--- src/rtl/alu_ctrl_pkg.sv ---
// Shared definitions for the ALU request scheduler.
//   - ALU opcode constants (add .. nxor, 1..13)
//   - response error codes
//   - scheduler FSM state encoding
//   - opcode legality helper
package alu_ctrl_pkg;

    // ALU opcodes understood by the breadboard ALU.
    localparam logic [4:0] OP_ADD  = 5'd1;
    localparam logic [4:0] OP_SUB  = 5'd2;
    localparam logic [4:0] OP_MUL  = 5'd3;
    localparam logic [4:0] OP_DIV  = 5'd4;
    localparam logic [4:0] OP_MOD  = 5'd5;
    localparam logic [4:0] OP_SHL  = 5'd6;
    localparam logic [4:0] OP_SHR  = 5'd7;
    localparam logic [4:0] OP_AND  = 5'd8;
    localparam logic [4:0] OP_OR   = 5'd9;
    localparam logic [4:0] OP_XOR  = 5'd10;
    localparam logic [4:0] OP_NAND = 5'd11;
    localparam logic [4:0] OP_NOR  = 5'd12;
    localparam logic [4:0] OP_NXOR = 5'd13;

    // Response error codes.
    localparam logic [1:0] ERR_OK   = 2'd0;
    localparam logic [1:0] ERR_OVF  = 2'd1;
    localparam logic [1:0] ERR_DIV0 = 2'd2;
    localparam logic [1:0] ERR_ILL  = 2'd3;

    // Scheduler FSM states.
    typedef enum logic [1:0] {
        StIdle  = 2'd0,
        StIssue = 2'd1,
        StWait  = 2'd2,
        StResp  = 2'd3
    } sched_state_e;

    // Legal opcodes are 1..op_max; 0 is never legal.
    function automatic logic op_legal(input logic [4:0] cmd, input int unsigned op_max);
        return (cmd != 5'd0) && (32'(cmd) <= op_max);
    endfunction

endpackage

--- src/rtl/rr_arb2.sv ---
// Two-way round-robin arbiter, purely combinational.
//   req  - request vector, bit i from requester i
//   last - index of the requester served most recently
//   gnt  - one-hot grant (all zero when no request)
// The pointer register lives in the parent.
module rr_arb2 (
    input  logic [1:0] req,
    input  logic       last,
    output logic [1:0] gnt
);

    always_comb begin
        gnt = 2'b00;
        case (req)
            2'b01:   gnt = 2'b01;
            2'b10:   gnt = 2'b10;
            // Contention: favour whoever was not served last.
            2'b11:   gnt = last ? 2'b01 : 2'b10;
            default: gnt = 2'b00;
        endcase
    end

endmodule

--- src/rtl/alu_req_scheduler.sv ---
// Shares one breadboard ALU between two requesters.
// Requests are round-robin arbitrated in IDLE; a granted legal opcode is
// issued to the ALU for one cycle, the scheduler waits ALU_LAT cycles, then
// returns the accumulator plus an error code on a valid/ready channel.
// Illegal opcodes skip the ALU and answer immediately with ERR_ILL.
//
// Ports:
//   CLK, RST          clock (rising edge), synchronous active-high reset
//   req*/cmd*/a*/b*   requester 0/1 request, opcode, operands
//   gnt0/gnt1         combinational grant, only in IDLE
//   rsp_*             response channel (valid/ready, id, data, err)
//   busy              state is not IDLE
//   alu_*             ALU operand/command/hold/reset outputs
//   alu_acc, alu_overflow, alu_divByZero   ALU results sampled at capture
module alu_req_scheduler
    import alu_ctrl_pkg::*;
#(
    parameter int unsigned N       = 16,
    parameter int unsigned ALU_LAT = 1,
    parameter int unsigned OP_MAX  = 13
) (
    input  logic           CLK,
    input  logic           RST,
    input  logic           req0,
    input  logic           req1,
    input  logic [4:0]     cmd0,
    input  logic [4:0]     cmd1,
    input  logic [N-1:0]   a0,
    input  logic [N-1:0]   a1,
    input  logic [N-1:0]   b0,
    input  logic [N-1:0]   b1,
    output logic           gnt0,
    output logic           gnt1,
    output logic           rsp_valid,
    input  logic           rsp_ready,
    output logic           rsp_id,
    output logic [2*N-1:0] rsp_data,
    output logic [1:0]     rsp_err,
    output logic           busy,
    output logic [N-1:0]   alu_A,
    output logic [N-1:0]   alu_B,
    output logic [4:0]     alu_cmd,
    output logic           alu_noOp,
    output logic           alu_rst,
    input  logic [2*N-1:0] alu_acc,
    input  logic           alu_overflow,
    input  logic           alu_divByZero
);

    localparam int unsigned CntW = 3;

    sched_state_e   state_q, state_d;
    logic           last_q, last_d;
    logic [CntW-1:0] cnt_q, cnt_d;
    logic           rsp_id_q, rsp_id_d;
    logic [2*N-1:0] rsp_data_q, rsp_data_d;
    logic [1:0]     rsp_err_q, rsp_err_d;
    logic [N-1:0]   alu_a_q, alu_a_d;
    logic [N-1:0]   alu_b_q, alu_b_d;
    logic [4:0]     alu_cmd_q, alu_cmd_d;

    logic [1:0]     arb_gnt;
    logic [1:0]     gnt_vec;
    logic           sel;
    logic [4:0]     sel_cmd;
    logic [N-1:0]   sel_a;
    logic [N-1:0]   sel_b;

    rr_arb2 u_arb (
        .req  ({req1, req0}),
        .last (last_q),
        .gnt  (arb_gnt)
    );

    // Grants are suppressed during reset so nothing transfers on a reset edge.
    assign gnt_vec = (state_q == StIdle && !RST) ? arb_gnt : 2'b00;
    assign gnt0    = gnt_vec[0];
    assign gnt1    = gnt_vec[1];

    assign sel     = gnt_vec[1];
    assign sel_cmd = sel ? cmd1 : cmd0;
    assign sel_a   = sel ? a1 : a0;
    assign sel_b   = sel ? b1 : b0;

    always_comb begin
        state_d    = state_q;
        last_d     = last_q;
        cnt_d      = cnt_q;
        rsp_id_d   = rsp_id_q;
        rsp_data_d = rsp_data_q;
        rsp_err_d  = rsp_err_q;
        alu_a_d    = alu_a_q;
        alu_b_d    = alu_b_q;
        alu_cmd_d  = alu_cmd_q;

        unique case (state_q)
            StIdle: begin
                if (gnt_vec != 2'b00) begin
                    last_d   = sel;
                    rsp_id_d = sel;
                    if (op_legal(sel_cmd, OP_MAX)) begin
                        // Operands are loaded here so they are on the ALU
                        // pins during the ISSUE cycle.
                        alu_a_d   = sel_a;
                        alu_b_d   = sel_b;
                        alu_cmd_d = sel_cmd;
                        state_d   = StIssue;
                    end else begin
                        // ALU is left untouched for an illegal opcode.
                        rsp_err_d  = ERR_ILL;
                        rsp_data_d = '0;
                        state_d    = StResp;
                    end
                end
            end
            StIssue: begin
                cnt_d   = CntW'(ALU_LAT - 1);
                state_d = StWait;
            end
            StWait: begin
                if (cnt_q == '0) begin
                    rsp_data_d = alu_acc;
                    // Flags only mean something for the opcode that raises them.
                    if (alu_cmd_q == OP_DIV && alu_divByZero) begin
                        rsp_err_d = ERR_DIV0;
                    end else if (alu_cmd_q == OP_ADD && alu_overflow) begin
                        rsp_err_d = ERR_OVF;
                    end else begin
                        rsp_err_d = ERR_OK;
                    end
                    state_d = StResp;
                end else begin
                    cnt_d = cnt_q - 1'b1;
                end
            end
            StResp: begin
                if (rsp_ready) begin
                    state_d = StIdle;
                end
            end
            default: state_d = StIdle;
        endcase
    end

    always_ff @(posedge CLK) begin
        if (RST) begin
            state_q    <= StIdle;
            last_q     <= 1'b1; // port 1 "served last" so port 0 wins first
            cnt_q      <= '0;
            rsp_id_q   <= 1'b0;
            rsp_data_q <= '0;
            rsp_err_q  <= ERR_OK;
            alu_a_q    <= '0;
            alu_b_q    <= '0;
            alu_cmd_q  <= 5'd0;
        end else begin
            state_q    <= state_d;
            last_q     <= last_d;
            cnt_q      <= cnt_d;
            rsp_id_q   <= rsp_id_d;
            rsp_data_q <= rsp_data_d;
            rsp_err_q  <= rsp_err_d;
            alu_a_q    <= alu_a_d;
            alu_b_q    <= alu_b_d;
            alu_cmd_q  <= alu_cmd_d;
        end
    end

    assign rsp_valid = (state_q == StResp);
    assign rsp_id    = rsp_id_q;
    assign rsp_data  = rsp_data_q;
    assign rsp_err   = rsp_err_q;
    assign busy      = (state_q != StIdle);

    assign alu_A     = alu_a_q;
    assign alu_B     = alu_b_q;
    assign alu_cmd   = alu_cmd_q;
    // ALU only runs in the ISSUE cycle, and never while reset is applied.
    assign alu_noOp  = RST || (state_q != StIssue);
    assign alu_rst   = RST;

endmodule

--- config.mk ---
export PLATFORM = sky130hd
export DESIGN_NAME = alu_req_scheduler
export DESIGN_NICKNAME = d
export VERILOG_FILES = /design/src/rtl/alu_ctrl_pkg.sv /design/src/rtl/rr_arb2.sv /design/src/rtl/alu_req_scheduler.sv
export SDC_FILE = /design/constraint.sdc
export NUM_CORES = 1
export LEC_CHECK = 0
export CORE_MARGIN = 5
export CORE_UTILIZATION = 37
export CTS_CLUSTER_DIAMETER = 30
export DETAILED_ROUTE_END_ITERATION = 10
export GPL_ROUTABILITY_DRIVEN = 0
export PLACE_DENSITY_LB_ADDON = 0.08
export SYNTH_ARGS = -nofsm -noshare
export SYNTH_HDL_FRONTEND = slang
export SYNTH_SLANG_ARGS = --single-unit
--- constraint.sdc ---
create_clock -name CLK -period 2 [get_ports CLK]
set_input_delay 0.3 -clock CLK [delete_from_list [all_inputs] [get_ports CLK]]
set_output_delay 0.3 -clock CLK [all_outputs]
set_load 0.01 [all_outputs]
==> impl_metrics.yaml, run 1 <==
floorplanning:
  dieWidth_um: 112
  die-area_sq_mm: 0.0125
  die_h_um: 112
  core_sq_mm: 0.0102
  initial_core_util_pct: 37.5
  rows: 37
  io-pin-count: 191
synthesis:
  synthFlopType: "dfxtp_1"
  synth.distinct_cells: 40
  ys_seq_elements: 78
  ys_async_sr_fraction_pct: 0
  synth_area_sq_mm: 0.00383
  syn_area_per_cell_sq_um: 9.68
  yosysTopAreaCell: "dfxtp_1"
  syn-num-nets: 516
  yosys-top-cells-area: "dfxtp_1, mux2i_1, nand2_1"
  synth_top_area_share_pct: 40.7
  synthCells: 396
  synth_edf_count: 0
  yosysWarnings: 0
  yosysSeqAreaShare_pct: 40.7
status:
  outcome: "finished with violations"
  violations: "setup timing"
worst_setup_path:
  setup.worst_path.start: "state_q[0]"
  critPathRequiredTime_ns: 2.23
  crit_fanout: 7
  critPathLaunchType: "register"
  r2r_start: "state_q[0]"
  endpoint_kind: "register"
  rrSetupSlack_ns: -0.07
  worstPathArrival_ns: 2.30
  r2r_cells: 9
  rr_endpoint: "rsp_data[2]"
  path_class: "register to register"
  cp-endpoint: "rsp_data[2]"
hold_path:
  worstHoldStart: "alu_B[15]"
  hold_class: "register to register"
job:
  maxCapViolCount: 0
clock_tree:
  cts_made_buffers: 9
  htreeDepth: 3
  clkTransAtPathRegs_ns: 0.09
  tritoncts: "built"
  clockRootBuffer: "clkbuf_8"
  clk_latency_ns: 0.35
  clockBufferDepth: 2
  clock-sinks: 78
sta:
  setup_violations: 41
  relSlewSlack_pct: 58.3
  finalHoldWorstSlack_ns: 0.463
  finalCritPeriodShare_pct: 104
  rsz0062_at_grt: "yes"
  period_minus_slack_ns: 2.07
  clock_skew_ns: 0.0144
  drv_slew: 0
  tightestPinTransition_ns: 0.625
  fmaxAchievable_ghz: 0.483
  hold_viol: 0
  setup_slack_ns: -0.0724
cells_and_area:
  layoutNonFillerInstCount: 759
  num-nets-final: 738
  antennaDiodeCount: 0
  layout-drive-gt1-share_pct: 25.8
  fillCellCount: 682
  area_growth_pct: 98.0
drt:
  postRouteWirelength_mm: 14.5
  drt_iter0_markers: 208
  num_vias: 4090
  wl_per_cell_um: 19.1
  drt-vias-per-instance: 5.39
  dr.pass1.iters: 4
  drc: 0
  drtAntennaViolNets: 0
placement:
  portBuffers: 190
  place_hpwl_mm: 8.91
  dp_slack_ns: -0.361
  post-place-cells: 721
global_route:
  grt_max_degree: 37
  track_usage_pct: 20.9
  grt_pass1_vias: 4173
  antenna_found_initial: 0
  overflow: 0
  grt_first_pass_wirelength_mm: 21.5
pwr:
  p_leak_nw: 3.18
  cellPowerDensity_mw_per_mm2: 1000
  ir_worst_vdd_uv: 803
  fin_total_pwr_mw: 7.60
==> timing repair <==
item	in CTS	in global routing
setup endpoints to repair	72	74
buffers inserted	8	4
resized for setup	70	68
gates cloned	6	6
hold buffers	0	0
pin swaps	13	18
==> critical path, stage by stage, from the launching register on <==
cell and delay [ns]:
dfxtp_2 0.35, inv_4 0.07, ha_4 0.14, and2b_4 0.18, nand3_4 0.06, a311o_2 0.48, buf_12 0.17, buf_16 0.14
o311ai_4 0.25, o41ai_2 0.11
==> placed cells by master, fill, tap and decap left out, drive strengths merged, types with 2 or more instances in the layout <==
cell type,instances
o31ai,12
o311ai,32
o31a,2
nand2,75
inv,9
nand3,4
ha,7
bufinv,4
clkdlybuf4s50,186
o41ai,22
or4,2
clkinv,3
nor2,8
o21ai,2
dlygate4sd2,2
a311oi,3
nand2b,2
a311o,2
nor2b,2
a31oi,4
nor4,2
a21oi,5
mux2i,74
buf,55
clkbuf,15
dfxtp,78
==> metal layers <==
metal  track usage, %  routed length [um]
met1             26.6                6060
met2             34.1                7160
met3             7.01                1060
met4             5.27                 214
met5                0                   0
==> cells by family (layout without fill, tap and decap cells) <==
kind of cell	after synthesis	count (layout)	share of synthesized area (%)
compound gates	86	87	19.1
fa+ha+maj	7	7	2.28
buf+inv	49	275	6.14
flops	78	78	40.7
mux	75	75	19.6
simple gates	101	101	12.2
==> final cells by class <==
class                           count  area [sq um]  area share (%)
Inverter                            9          38.8           0.511
Timing Repair Buffer              250          2720            35.9
Multi-Input combinational cell    270          2820            37.2
Sequential cell                    78          1560            20.6
Clock inverter                      7           146            1.93
Tap cell                          136           170            2.24
Clock buffer                        9           124            1.63
==> stage by stage <==
stage               utilization (%)  area [sq um]  TNS, ns
floorplan                         -          3850        0
global placement               60.0          6140   -18.84
detailed placement             60.0          6140   -20.63
CTS                            68.4          6990    -1.59
global route                   74.2          7590    -5.58
finish                         74.2          7590    -1.00
==> synthesized netlist by cell type, types with 2 or more instances <==
| library cell | count |
|---|---|
| nand3_4 | 2 |
| mux2i_1 | 74 |
| nor2b_1 | 2 |
| o41ai_1 | 20 |
| buf_4 | 6 |
| dfxtp_1 | 78 |
| nand3_1 | 2 |
| inv_1 | 7 |
| o311ai_1 | 24 |
| clkbuf_1 | 24 |
| a31oi_1 | 4 |
| ha_1 | 7 |
| a311oi_1 | 3 |
| o41ai_2 | 2 |
| o311ai_0 | 6 |
| buf_1 | 2 |
| or4_1 | 2 |
| buf_6 | 3 |
| a21oi_1 | 5 |
| buf_2 | 5 |
| o31a_1 | 2 |
| nand2b_1 | 2 |
| o31ai_1 | 12 |
| o21ai_0 | 2 |
| nor4_1 | 2 |
| nand2_1 | 75 |
| nor2_1 | 8 |
| o311ai_2 | 2 |
| inv_2 | 2 |
==> where the power goes <==
| group | switching, mW | internal [mW] | total [mW] |
|---|---|---|---|
| Clock | 0.633 | 0.962 | 1.59 |
| Combinational | 2.08 | 1.95 | 4.03 |
| Sequential | 0.176 | 1.80 | 1.97 |
==> flip-flops by register name, summed over array words and instances, names as in the netlist <==
signal	cells
alu_A	16
alu_B	16
alu_cmd	5
cnt_q	3
last_q	1
rsp_data	32
rsp_err	2
rsp_id	1
state_q	2
==> worst min-delay path by stage <==
stage | cells past startpoint | end
6_report | 2 | alu_B[15]
3_3_place_gp | 2 | alu_A[13]
2_1_floorplan | 2 | rsp_data[22]
5_1_grt | 2 | alu_A[1]
4_1_cts | 2 | alu_B[15]
3_5_place_dp | 2 | alu_B[15]
No activity file was read; power rests on OpenSTA's default activity.
==> run 2, diff against run 1 <==
--- a/config.mk
+++ b/config.mk
@@ -7,5 +7,5 @@
 export LEC_CHECK = 0
 export CORE_MARGIN = 5
-export CORE_UTILIZATION = 37
+export CORE_UTILIZATION = 35
 export CTS_CLUSTER_DIAMETER = 30
 export DETAILED_ROUTE_END_ITERATION = 10
==> constraint.sdc (replaced) <==
create_clock -name CLK -period 2 [get_ports CLK]
set_input_delay 0.3 -clock CLK [delete_from_list [all_inputs] [get_ports CLK]]
set_output_delay 0.3 -clock CLK [all_outputs]
set_load 0.1 [all_outputs]
==> run 2 against run 1 <==
The run now ends clean. Routed wire length shrank 15%. Utilization fell by 13 points. Worst setup slack better by 0.079 ns. Clock skew shrank 0.0017 ns. First-iteration DRC count decreased by 15%. Sequential power hardly changed. Clock-buffer cell count did not move. Global-route usage decreased by 3.1 points. Maximum frequency up 4.0%. Combinational power up 11%. Non-clock buffer count shrank 18. Hold slack lost 0.0013 ns. Largest cell class unchanged.
==> impl_metrics.yaml, run 2 (synthesis results as in run 1) <==
sta:
  relSlewSlack_pct: 68.1
  tightestPinTransition_ns: 0.474
  rsz0062_at_grt: "yes"
  setup_violations: 0
  drv_slew: 0
  period_minus_slack_ns: 1.99
  fmaxAchievable_ghz: 0.502
  clock_skew_ns: 0.0127
  totalNegativeSetupSlack_ns: 0
  hold_viol: 0
  finalHoldWorstSlack_ns: 0.462
  finalCritPeriodShare_pct: 99.7
cells_and_area:
  num-nets-final: 719
  fillCellCount: 928
  largest_register_ff_count: 32
  layout-drive-gt1-share_pct: 32.2
  area_growth_pct: 72.5
  antennaDiodeCount: 0
  final_cell_mix: "clkdlybuf4s50_1, buf_4, dfxtp_1"
  post-route-util_pct: 61.3
  seq_area_sq_mm: 0.00156
  layout_commonest_cell: "clkdlybuf4s50_1"
  fin_area_sq_mm: 0.00661
  multi_input_area_sq_mm: 0.00236
worst_setup_path:
  worstPathArrival_ns: 2.22
  crit_fanout: 32
  critPathLaunchType: "register"
  path_class: "register to register"
  critPathRequiredTime_ns: 2.23
  worstPathCellList: "inv_2, ha_4, and2b_4, nand3_4, a311o_2, buf_12, o311ai_2, o41ai_2"
  critical-path-slowest-cell: "a311o_2"
  endpoint_kind: "register"
  worst_path_largest_cell_delay_ns: 0.43
drt:
  wl_per_cell_um: 16.5
  drt_iter0_markers: 177
  drc: 0
  dr.pass1.iters: 4
  drtAntennaViolNets: 0
  postRouteWirelength_mm: 12.3
  drt-vias-per-instance: 5.16
  num_vias: 3835
floorplanning:
  initial_core_util_pct: 35.5
  core_sq_mm: 0.0108
  io-pin-count: 191
  die_h_um: 115
  die-area_sq_mm: 0.0131
  dieWidth_um: 115
  rows: 38
job:
  maxCapViolCount: 0
clock_tree:
  clockBufferDepth: 2
  clkTransAtPathRegs_ns: 0.08
  cts_made_buffers: 9
  tritoncts: "built"
  clockRootBuffer: "clkbuf_8"
  htreeDepth: 3
  clock-sinks: 78
  clk_latency_ns: 0.34
global_route:
  antenna_found_initial: 0
  grt_max_degree: 72
  grt_pass1_vias: 3863
  overflow: 0
  track_usage_pct: 17.7
  grt_first_pass_wirelength_mm: 18.9
pwr:
  fin_total_pwr_mw: 7.84
  ir_worst_vdd_uv: 542
  p_leak_nw: 3.03
  cellPowerDensity_mw_per_mm2: 1190
hold_path:
  hold_class: "register to register"
placement:
  place_hpwl_mm: 9.03
  portBuffers: 190
  placed_area_sq_mm: 0.00596
status:
  outcome: "completed"
run 2: cell type report:
cell class	count	share of cell area, %
clock buffers	9	1.87
inverters	9	0.643
clock inverters	6	1.65
multi-input cells	269	35.6
repair buffers	232	33.9
flip-flops and latches	78	23.6
well taps	140	2.65
run 2: stage by stage:
step,setup slack (ns),instances
global placement,-0.309,722
global route,-0.0944,743
CTS,0.00282,739
floorplan,-0.119,396
finish,0.00650,743
detailed placement,-0.397,722
run 2: final timing paths:
path,startpoint,to,slack [ns],cells after the start
min reg2reg,alu_B[8],alu_B[8],0.46,2
min,alu_B[8],alu_B[8],0.46,2
max,state_q[0],rsp_data[10],0.007,8
max reg2reg,state_q[0],rsp_data[10],0.007,8
run 2: routing by layer:
layer	global-route usage (%)	part of all wire (%)	vias up
met3	5.87	8.6	16
met5	0	0	-
li1	-	-	1882
met2	31.2	52	137
met4	6.65	1.7	0
met1	19.8	38	1800
run 2: where the power goes:
| part | internal (mW) | leakage, nW | switching (mW) | total (mW) |
|---|---|---|---|---|
| registers | 1.80 | 0.634 | 0.152 | 1.95 |
| logic | 1.35 | 2.28 | 3.14 | 4.49 |
| clock network | 0.823 | 0.119 | 0.575 | 1.40 |
| total | 3.97 | 3.03 | 3.87 | 7.84 |
run 2: timing repair:
item / 4_1_cts / 5_1_grt
hold buffers: 0 / 0
setup buffers: 2 / 2
resized for setup: 8 / 44
setup endpoints to repair: 31 / 64
pin swaps: 2 / 3
cloned: 0 / 2
run 2: critical path: cells and delay by family (launching register included):
| family | cells | cell delay [ns] |
|---|---|---|
| AO/OA/AOI/OAI | 3 | 0.85 |
| adder cells (fa/ha/maj) | 1 | 0.14 |
| buffers and inverters | 2 | 0.28 |
| flip-flops | 1 | 0.33 |
| AND/OR/NAND/NOR | 2 | 0.25 |
==> run 3, diff against run 2 <==
- RECOVER_POWER: not set -> 25
==> results of run 3 <==
No change in the layout: final DEF, timing and power equal those of run 2.
